--- config.mk ---
export PLATFORM = sky130hd
export DESIGN_NAME = psram_rd_fifo_wr_ctrl
export DESIGN_NICKNAME = d
export VERILOG_FILES = /design/src/rtl/psram_rd_pkg.sv /design/src/rtl/psram_rd_fifo_wr_ctrl_wptr.sv /design/src/rtl/psram_rd_fifo_wr_ctrl.sv
export SDC_FILE = /design/constraint.sdc
export NUM_CORES = 1
export LEC_CHECK = 0
export BUFFER_PORTS_ARGS = -buffer_cell sky130_fd_sc_hd__buf_2
export CORE_ASPECT_RATIO = 1.1
export CORE_UTILIZATION = 56
export DETAILED_ROUTE_END_ITERATION = 7
export PLACE_DENSITY = 0.82
export SLEW_MARGIN = 10
export SYNTH_ARGS = -nofsm -noshare
export SYNTH_HDL_FRONTEND = slang
export SYNTH_SLANG_ARGS = --single-unit
--- constraint.sdc ---
create_clock -name clkw -period 2.74 [get_ports clkw]
set_input_delay 0.274 -clock clkw [delete_from_list [all_inputs] [get_ports clkw]]
set_output_delay 0.274 -clock clkw [all_outputs]
set_load 0.05 [all_outputs]
--- src/rtl/psram_rd_pkg.sv ---
// Shared types, widths and Gray-code helpers for the pSRAM read-data FIFOs.
package psram_rd_pkg;

  localparam int AW   = 4;             // FIFO address width, depth 16
  localparam int BW   = 9;             // read beat width
  localparam int DW   = 2 * BW;        // FIFO word width
  localparam int LENW = 8;             // burst length field width (words)
  localparam int TMO  = 64;            // beatless cycles tolerated inside a burst
  localparam int PW   = AW + 1;        // pointer width incl. wrap bit
  localparam int TMOW = $clog2(TMO + 1);

  typedef enum logic [1:0] {
    ST_IDLE  = 2'd0,
    ST_CAPT  = 2'd1,
    ST_DONE  = 2'd2,
    ST_ABORT = 2'd3
  } state_e;

  function automatic logic [PW-1:0] bin2gray(input logic [PW-1:0] b);
    return b ^ (b >> 1);
  endfunction

  function automatic logic [PW-1:0] gray2bin(input logic [PW-1:0] g);
    logic [PW-1:0] b;
    b[PW-1] = g[PW-1];
    for (int i = PW - 2; i >= 0; i--) begin
      b[i] = b[i+1] ^ g[i];
    end
    return b;
  endfunction

endpackage

--- src/rtl/psram_rd_fifo_wr_ctrl_wptr.sv ---
// Write pointer for a pSRAM FIFO: binary count, registered Gray copy for the
// read clock domain, and full detection against the synchronised read pointer.
module fifo_wptr_gray
  import psram_rd_pkg::*;
(
  input  logic          clk_i,
  input  logic          rst_i,
  input  logic          inc_i,
  input  logic [PW-1:0] rptr_gray_i,
  output logic [AW-1:0] waddr_o,
  output logic [PW-1:0] wptr_gray_o,
  output logic          full_o
);

  logic [PW-1:0] wptr_q, wptr_d;
  logic [PW-1:0] wgray_q;
  logic [PW-1:0] rptr_bin;

  assign wptr_d = wptr_q + PW'(inc_i);

  // Binary pointer and its Gray image advance on the same edge, so the Gray
  // value never carries a multi-bit transition into the other domain.
  always_ff @(posedge clk_i) begin
    if (rst_i) begin
      wptr_q  <= '0;
      wgray_q <= '0;
    end else begin
      wptr_q  <= wptr_d;
      wgray_q <= bin2gray(wptr_d);
    end
  end

  // Full when the pointers sit on the same slot but one lap apart.
  always_comb begin
    rptr_bin = gray2bin(rptr_gray_i);
    full_o   = (wptr_q[AW] != rptr_bin[AW]) && (wptr_q[AW-1:0] == rptr_bin[AW-1:0]);
  end

  assign waddr_o     = wptr_q[AW-1:0];
  assign wptr_gray_o = wgray_q;

endmodule

--- src/rtl/psram_rd_fifo_wr_ctrl.sv ---
// Write-side controller of the pSRAM read-data FIFO: packs pairs of 9-bit
// read beats into 18-bit words and writes them into the 16x18 FIFO RAM.
//
//   state    | meaning
//   ---------+--------------------------------------------------------
//   ST_IDLE  | waiting for a burst command, cmd_rdy high
//   ST_CAPT  | collecting beats, writing words, watching for timeout
//   ST_DONE  | one cycle, burst completed: done=1 err=0
//   ST_ABORT | one cycle, burst timed out: done=1 err=1
module psram_rd_fifo_wr_ctrl
  import psram_rd_pkg::*;
(
  input  logic            clkw,
  input  logic            rstnw,
  input  logic            cmd_vld,
  input  logic [LENW-1:0] cmd_len,
  output logic            cmd_rdy,
  input  logic            beat_vld,
  input  logic [BW-1:0]   beat_data,
  input  logic [AW:0]     rptr_gray,
  output logic            cew,
  output logic [AW-1:0]   aw,
  output logic [DW-1:0]   dw,
  output logic [AW:0]     wptr_gray,
  output logic            full,
  output logic            done,
  output logic            err,
  output logic            ovf,
  output logic            stray,
  input  logic            flag_clr
);

  state_e            state_q, state_d;
  logic              half_q, half_d;
  logic [BW-1:0]     hold_q, hold_d;
  logic [LENW-1:0]   wcnt_q, wcnt_d;
  logic [TMOW-1:0]   tmo_q, tmo_d;
  logic              cew_q, cew_d;
  logic [DW-1:0]     dw_q, dw_d;
  logic              ovf_q, ovf_d;
  logic              stray_q, stray_d;

  logic              in_idle;
  logic              in_capt;
  logic              accept;
  logic              word_done;
  logic              last_word;
  logic              tmo_hit;

  assign in_idle   = (state_q == ST_IDLE);
  assign in_capt   = (state_q == ST_CAPT);
  assign accept    = in_idle && cmd_vld && (cmd_len != '0);
  assign word_done = in_capt && beat_vld && half_q;
  // A dropped word still counts toward the burst, so the last word ends the
  // burst whether or not it reached the RAM.
  assign last_word = word_done && (wcnt_q == LENW'(1));
  assign tmo_hit   = in_capt && (tmo_q == TMOW'(TMO));

  // State register.
  always_ff @(posedge clkw) begin
    if (rstnw) state_q <= ST_IDLE;
    else       state_q <= state_d;
  end

  // Next-state decode.
  always_comb begin
    state_d = state_q;
    case (state_q)
      ST_IDLE:  if (accept) state_d = ST_CAPT;
      ST_CAPT: begin
        if (last_word)    state_d = ST_DONE;
        else if (tmo_hit) state_d = ST_ABORT;
      end
      ST_DONE:  state_d = ST_IDLE;
      ST_ABORT: state_d = ST_IDLE;
      default:  state_d = ST_IDLE;
    endcase
  end

  // State-decoded outputs.
  always_comb begin
    cmd_rdy = 1'b0;
    done    = 1'b0;
    err     = 1'b0;
    case (state_q)
      ST_IDLE:  cmd_rdy = 1'b1;
      ST_DONE:  done    = 1'b1;
      ST_ABORT: begin
        done = 1'b1;
        err  = 1'b1;
      end
      default: ;
    endcase
  end

  // Beat packing, word/timeout counters, RAM write strobe and sticky flags.
  always_comb begin
    half_d  = half_q;
    hold_d  = hold_q;
    wcnt_d  = wcnt_q;
    tmo_d   = tmo_q;
    cew_d   = 1'b0;
    dw_d    = dw_q;

    if (in_capt) begin
      if (beat_vld) begin
        half_d = ~half_q;
        tmo_d  = '0;
        if (!half_q) hold_d = beat_data;
      end else if (tmo_q != TMOW'(TMO)) begin
        tmo_d = tmo_q + TMOW'(1);
      end
      if (word_done) begin
        wcnt_d = wcnt_q - LENW'(1);
        if (!full) begin
          cew_d = 1'b1;
          dw_d  = {beat_data, hold_q};
        end
      end
    end else begin
      // Outside a burst any half-collected word is discarded.
      half_d = 1'b0;
      tmo_d  = '0;
      if (accept) wcnt_d = cmd_len;
    end

    // Set events take priority over a simultaneous clear.
    ovf_d   = (word_done && full) || (ovf_q && !flag_clr);
    stray_d = (beat_vld && !in_capt) || (stray_q && !flag_clr);
  end

  // Datapath registers.
  always_ff @(posedge clkw) begin
    if (rstnw) begin
      half_q  <= 1'b0;
      hold_q  <= '0;
      wcnt_q  <= '0;
      tmo_q   <= '0;
      cew_q   <= 1'b0;
      dw_q    <= '0;
      ovf_q   <= 1'b0;
      stray_q <= 1'b0;
    end else begin
      half_q  <= half_d;
      hold_q  <= hold_d;
      wcnt_q  <= wcnt_d;
      tmo_q   <= tmo_d;
      cew_q   <= cew_d;
      dw_q    <= dw_d;
      ovf_q   <= ovf_d;
      stray_q <= stray_d;
    end
  end

  // The pointer advances at the end of the cycle that carries the write.
  fifo_wptr_gray u_wptr (
    .clk_i       (clkw),
    .rst_i       (rstnw),
    .inc_i       (cew_q),
    .rptr_gray_i (rptr_gray),
    .waddr_o     (aw),
    .wptr_gray_o (wptr_gray),
    .full_o      (full)
  );

  assign cew   = cew_q;
  assign dw    = dw_q;
  assign ovf   = ovf_q;
  assign stray = stray_q;

endmodule

Yosys cells after proc, flatten, opt, wreduce, memory -nomap -nowiden --
Cells that the tools add are included. W data, S select, Z words.
Cells by class: bitwise logic cells 9, $lt $le $gt $ge 0, $add $sub $neg 3, multipliers 0, equal/unequal tests 11, reductions and logical operators 26, muxes and demuxes 11, shift-type cells 0, divide/modulo/power cells 0
Operators with widths (count):
- $mux W8 | 3
- $logic_and A1 B1 Y1 | 11
- $eq A8 B1 Y1 const B | 1
- $reduce_bool A8 Y1 | 1
- $sub A8 B1 Y8 const B | 1
- $add A7 B1 Y7 const B | 1
- $eq A7 B7 Y1 const B | 1
- $ne A7 B7 Y1 const B | 1
- $mux W2 | 3
- $pmux W2 S3 | 1
- $reduce_and A3 Y1 | 2
- $reduce_or A3 Y1 | 2
- $add A5 B1 Y5 | 1
- $xor A5 B4 Y5 | 1
- $eq A2 B2 Y1 const B | 2
- $eq A4 B4 Y1 | 1
- $mux W1 | 4
- $ne A2 B1 Y1 const B | 2
- $not A1 Y1 | 4
- $reduce_and A2 Y1 | 2
- $reduce_or A2 Y1 | 2
- $xor A1 B1 Y1 | 4
- $ne A3 B1 Y1 const B | 1
- $eq A2 B1 Y1 const B | 1
- 5 further kinds | 7
Word-level totals: memories 0, bits in read-only memories 0, memory bits (writable) 0, logic and storage cells 71, register bits after elaboration 58, input bits 27, latch bits 0, output and inout bits 34

Depth between registers and ports, before layout --
depth after elaboration 8, mapped depth 9, depth with buffers taken out 7

Cells and area by module --
From an unflattened synthesis, not the netlist that was laid out.
Unflattened totals: cells, all modules 307, area, all modules 2650.0 um^2
Modules (own cells, without submodules):
- psram_rd_fifo_wr_ctrl | times used 1, cells an instance 252, area each 2158.3 um^2, seq. area each 960.9 um^2
- fifo_wptr_gray | times used 1, cells an instance 55, area each 491.7 um^2, seq. area each 180.2 um^2

Worst setup path before layout --
No wires, ideal clock.
path type reg-to-reg, start point reg u_wptr.wptr_q[0], end point reg ovf_q, in the netlist ovf, data required time 2677 ps, arrival time 2533 ps, clock period less this slack 2595 ps, slack 145 ps, buffers on the path 1, library setup time 63 ps, cell stages (with the launch flop) 7, cells stage by stage dfxtp_1 xor2_1 or2_2 o221a_2 clkbuf_1 nor3_2 a32o_1
Between the ends: cells in the longest elaborated chain, start to end 4
RTL lines:
- from (decl) | line psram_rd_fifo_wr_ctrl_wptr.sv:15 | logic [PW-1:0] wptr_q, wptr_d;
- from (signal assigned) | line psram_rd_fifo_wr_ctrl_wptr.sv:28 | wptr_q <= wptr_d;
- $eq A4 B4 Y1 | line psram_rd_fifo_wr_ctrl_wptr.sv:36 | full_o = (wptr_q[AW] != rptr_bin[AW]) && (wptr_q[AW-1:0] == rptr_bin[AW-1:0]);
- $logic_and A1 B1 Y1 | line psram_rd_fifo_wr_ctrl_wptr.sv:36
- net full | line psram_rd_fifo_wr_ctrl.sv:25 | output logic full,
- $logic_and A1 B1 Y1 | line psram_rd_fifo_wr_ctrl.sv:128 | ovf_d = (word_done && full) || (ovf_q && !flag_clr);
- $logic_or A1 B1 Y1 | line psram_rd_fifo_wr_ctrl.sv:128
- to (signal assigned) | line psram_rd_fifo_wr_ctrl.sv:150 | ovf_q <= ovf_d;
- to (decl) | line psram_rd_fifo_wr_ctrl.sv:40 | logic ovf_q, ovf_d;
The timed path passes the listed nets, and every way through them passes these cells. A chain may end at the register's enable or synchronous reset.

Worst setup path after layout --
start point reg u_wptr.wptr_q[0], end point out full
Between the ends: cells in the longest elaborated chain, start to end 2
RTL lines (line):
- $eq A4 B4 Y1 | psram_rd_fifo_wr_ctrl_wptr.sv:36
- $logic_and A1 B1 Y1 | psram_rd_fifo_wr_ctrl_wptr.sv:36
- to (decl) | psram_rd_fifo_wr_ctrl.sv:25
No other way between the ends.

==> results.cfg <==
[sta]
slew_viol_final = 0
post-route-period-util_pct = 87.7
post-route-min-period_ns = 2.40
timing_hold_violations_final = 0
worst-slew-pin-transition_ns = 0.726
finClkSkew_ns = 0.00823
setup_viol = 0
grt_setup_unrepaired = no
holdWs_ns = 0.198
tns_ns = 0
setup_slack_ns = 0.338
fmax_ghz = 0.416
slew_headroom_pct = 51.6

[synthesis]
syn_avg_cell_area_um2 = 8.16
synth.most_common_cell = dfxtp_1
synth_edf_count = 0
yosysTopAreaCell = dfxtp_1
yosys_register_bits = 57
seq_area_frac_synth_pct = 39.6
synth_warnings = 0
yosys-top-cells-count = dfxtp_1, nand2_1, o21ai_0
syn-num-nets = 386
synth.top_cell.area_share_pct = 39.6
synth_flop_cell = dfxtp_1
yosysUniqueCellTypes = 38
syn-cell-area_um2 = 2880
syn_inst = 353
synth-async-reset-ratio_pct = 0
synthTopCellsByArea = dfxtp_1, nand2_1, a2bb2oi_1

[run]
cap_violations = 0

[worst_setup_path]
worstPathArrival_ns = 2.13
critPathMaxStageDelay_ns = 0.42
end_kind = output pin
cp.required_ns = 2.47
critPathLaunchType = flip-flop
rr_endpoint = dw[11]$_SDFFE_PP0P_
regToRegSetupSlack_ns = 0.46
worstRegToRegCells = 5
cp_cell_sequence = xor2_1, or2_2, o221a_2, nor3_2, buf_2
crit_slowest_cell = o221a_2
critPathKind = reg -> out
crit_path_max_fanout = 20
worstReg2RegStart = u_wptr.wptr_q[0]$_SDFF_PP0_

[floorplanning]
core_area_um2 = 4970
pin_count = 61
die_x_um = 70.4
num_rows = 27
start_util_pct = 58.0
die_area_um2 = 5430
die_h_um = 77.2

[layout]
post-route-util_pct = 68.8
diodes = 0
finalInstanceArea_um2 = 3420
layout.nets = 437
fillers = 408
area.growth.synth_to_final_pct = 18.6
drive_gt1_share_pct = 20.8

[power]
cellPowerDensity_nw_per_um2 = 574
switching_power_mw = 0.473
sw_frac_of_total_pct = 24.1
ir_worst_vdd_mv = 0.378
p_int_mw = 1.49
power_frac_clock_pct = 44.8
cellLeakagePower_nw = 1.52
p_comb_share_pct = 11.1
p_seq_share_pct = 44.1

[clock_tree]
cts.sinks = 57
h-tree-depth = 3
clockRootBuffer = clkbuf_8
cts_tree = yes
clock_latency_ns = 0.33
cts_hold_buffers = 0
cts_buffer_depth = 2
clkSlewWorstSetupHoldPaths_ns = 0.07
post_cts_resize_count = 0
post-cts-setup-buffer-count = 0
cts_made_buffers = 9

[placed_design]
hpwl_um = 4550
dpl-instance-area_um2 = 3190
pre_cts_slack_ns = 0.257
place_congestion = 0.797
portBuffers = 60

[drt]
ant_nets = 0
wl_per_cell_um = 14.4
wl_um = 6700
num_vias = 2747
drc = 0
drt-vias-per-instance = 5.88
firstDrtPassIters = 5
first_iter_violations = 190

[run_status]
outcome = complete, no violations

[global_routing]
grt_pass1_vias = 2559
antenna_found_initial = 0
grt.overflow.total = 0
grt_pass1_wl_um = 11400
grt_max_degree = 39
gr-usage-all-layers_pct = 25.8

[worst_hold_path]
hold_class = in -> reg
hp-start = beat_data[3]
min_delay_path_depth = 3
holdPathEnd = hold_q[3]$_SDFFE_PP0P_
## final cells by class
cell class	instances	area [um^2]	share of cell area, %
well taps	58	72.6	2.12
repair buffers	68	360	10.5
multi-input cells	261	1590	46.6
clock inverters	2	60.1	1.76
flip-flops and latches	57	1140	33.4
inverters	7	26.3	0.769
clock buffers	14	163	4.76
## worst max-delay path: cells and delay by family (launching register included)
| family | cells | cell delay [ns] |
|---|---|---|
| AOI/OAI and AO/OA | 1 | 0.42 |
| DFF | 1 | 0.33 |
| and+or+nand+nor | 2 | 0.57 |
| buffers and inverters | 1 | 0.31 |
| xor gates and xnor gates | 1 | 0.16 |
## kinds of logic (layout without fill, tap and decap cells)
| family | Yosys count | after routing | synth area share [%] |
|---|---|---|---|
| compound gates | 102 | 102 | 23.9 |
| fa+ha+maj | 6 | 6 | 2.61 |
| buf+inv | 35 | 91 | 5.21 |
| simple gates | 135 | 135 | 22.6 |
| xor+xnor | 18 | 18 | 5.99 |
| flops | 57 | 57 | 39.6 |
## how the worst max path moves through the flow
stage / start / to / slack (ns) / depth (start not counted)
after floorplan: u_wptr.wptr_q[0]$_SDFF_PP0_ / ovf$_SDFF_PP0_ / 0.14 / 6
after global placement: rptr_gray[4] / dw[13]$_SDFFE_PP0P_ / 0.36 / 6
after detailed placement: rptr_gray[4] / dw[11]$_SDFFE_PP0P_ / 0.26 / 6
after CTS: u_wptr.wptr_q[0]$_SDFF_PP0_ / full / 0.34 / 5
after global routing: u_wptr.wptr_q[0]$_SDFF_PP0_ / full / 0.25 / 5
final: u_wptr.wptr_q[0]$_SDFF_PP0_ / full / 0.34 / 5
## power by group through the flow
stage | logic, mW | registers (mW) | clock network (mW)
3_5_place_dp | 0.215 | 0.883 | 0
3_3_place_gp | 0.210 | 0.882 | 0
6_report | 0.217 | 0.865 | 0.880
4_1_cts | 0.217 | 0.865 | 0.895
5_1_grt | 0.240 | 0.868 | 0.933
2_1_floorplan | 0.146 | 0.890 | 0
## placed cells by master (no fill, tap or decap), types with 3 or more instances in the layout
master     Yosys  routed
a21oi_1       24      24
nand2_1       47      47
nand3_1       13      13
dfxtp_1       57      57
xor2_1         9       9
inv_1          7       7
xnor2_1        8       8
o311ai_0       6       6
buf_4          0       8
nor3_1         4       4
nor2b_1        5       5
and3_1        20      20
or4_1          3       3
nand2b_1       3       3
ha_1           6       6
o21ai_0       29      29
a211oi_1       3       3
a2bb2oi_1     18      18
clkbuf_8       0      11
buf_2          3      60
clkbuf_1      23       3
and2_1         3       3
nor2_1        26      26
o311ai_1      12      12
a21o_1         4       4
## sequential cells by signal, indices dropped and copies added (netlist names)
name                cells
u_wptr.wptr_gray_o      4
stray                   1
half_q                  1
wcnt_q                  8
dw                     18
ovf                     1
state_q                 2
tmo_q                   7
u_wptr.wptr_q           5
cew                     1
hold_q                  9
## per-stage QoR
stage	power, mW	cells
2_1_floorplan	1.04	353
6_report	1.96	467
4_1_cts	1.98	467
5_1_grt	2.04	467
3_3_place_gp	1.09	451
3_5_place_dp	1.10	451
## per-layer routing
metal	track usage (%)	vias up	share of wire (%)
met5	0	-	0
met4	12.8	0	1.4
met3	5.26	9	5.5
met2	42.8	90	50
met1	31.4	1274	43
li1	-	1374	-
Power figures use the tool's default switching activity.
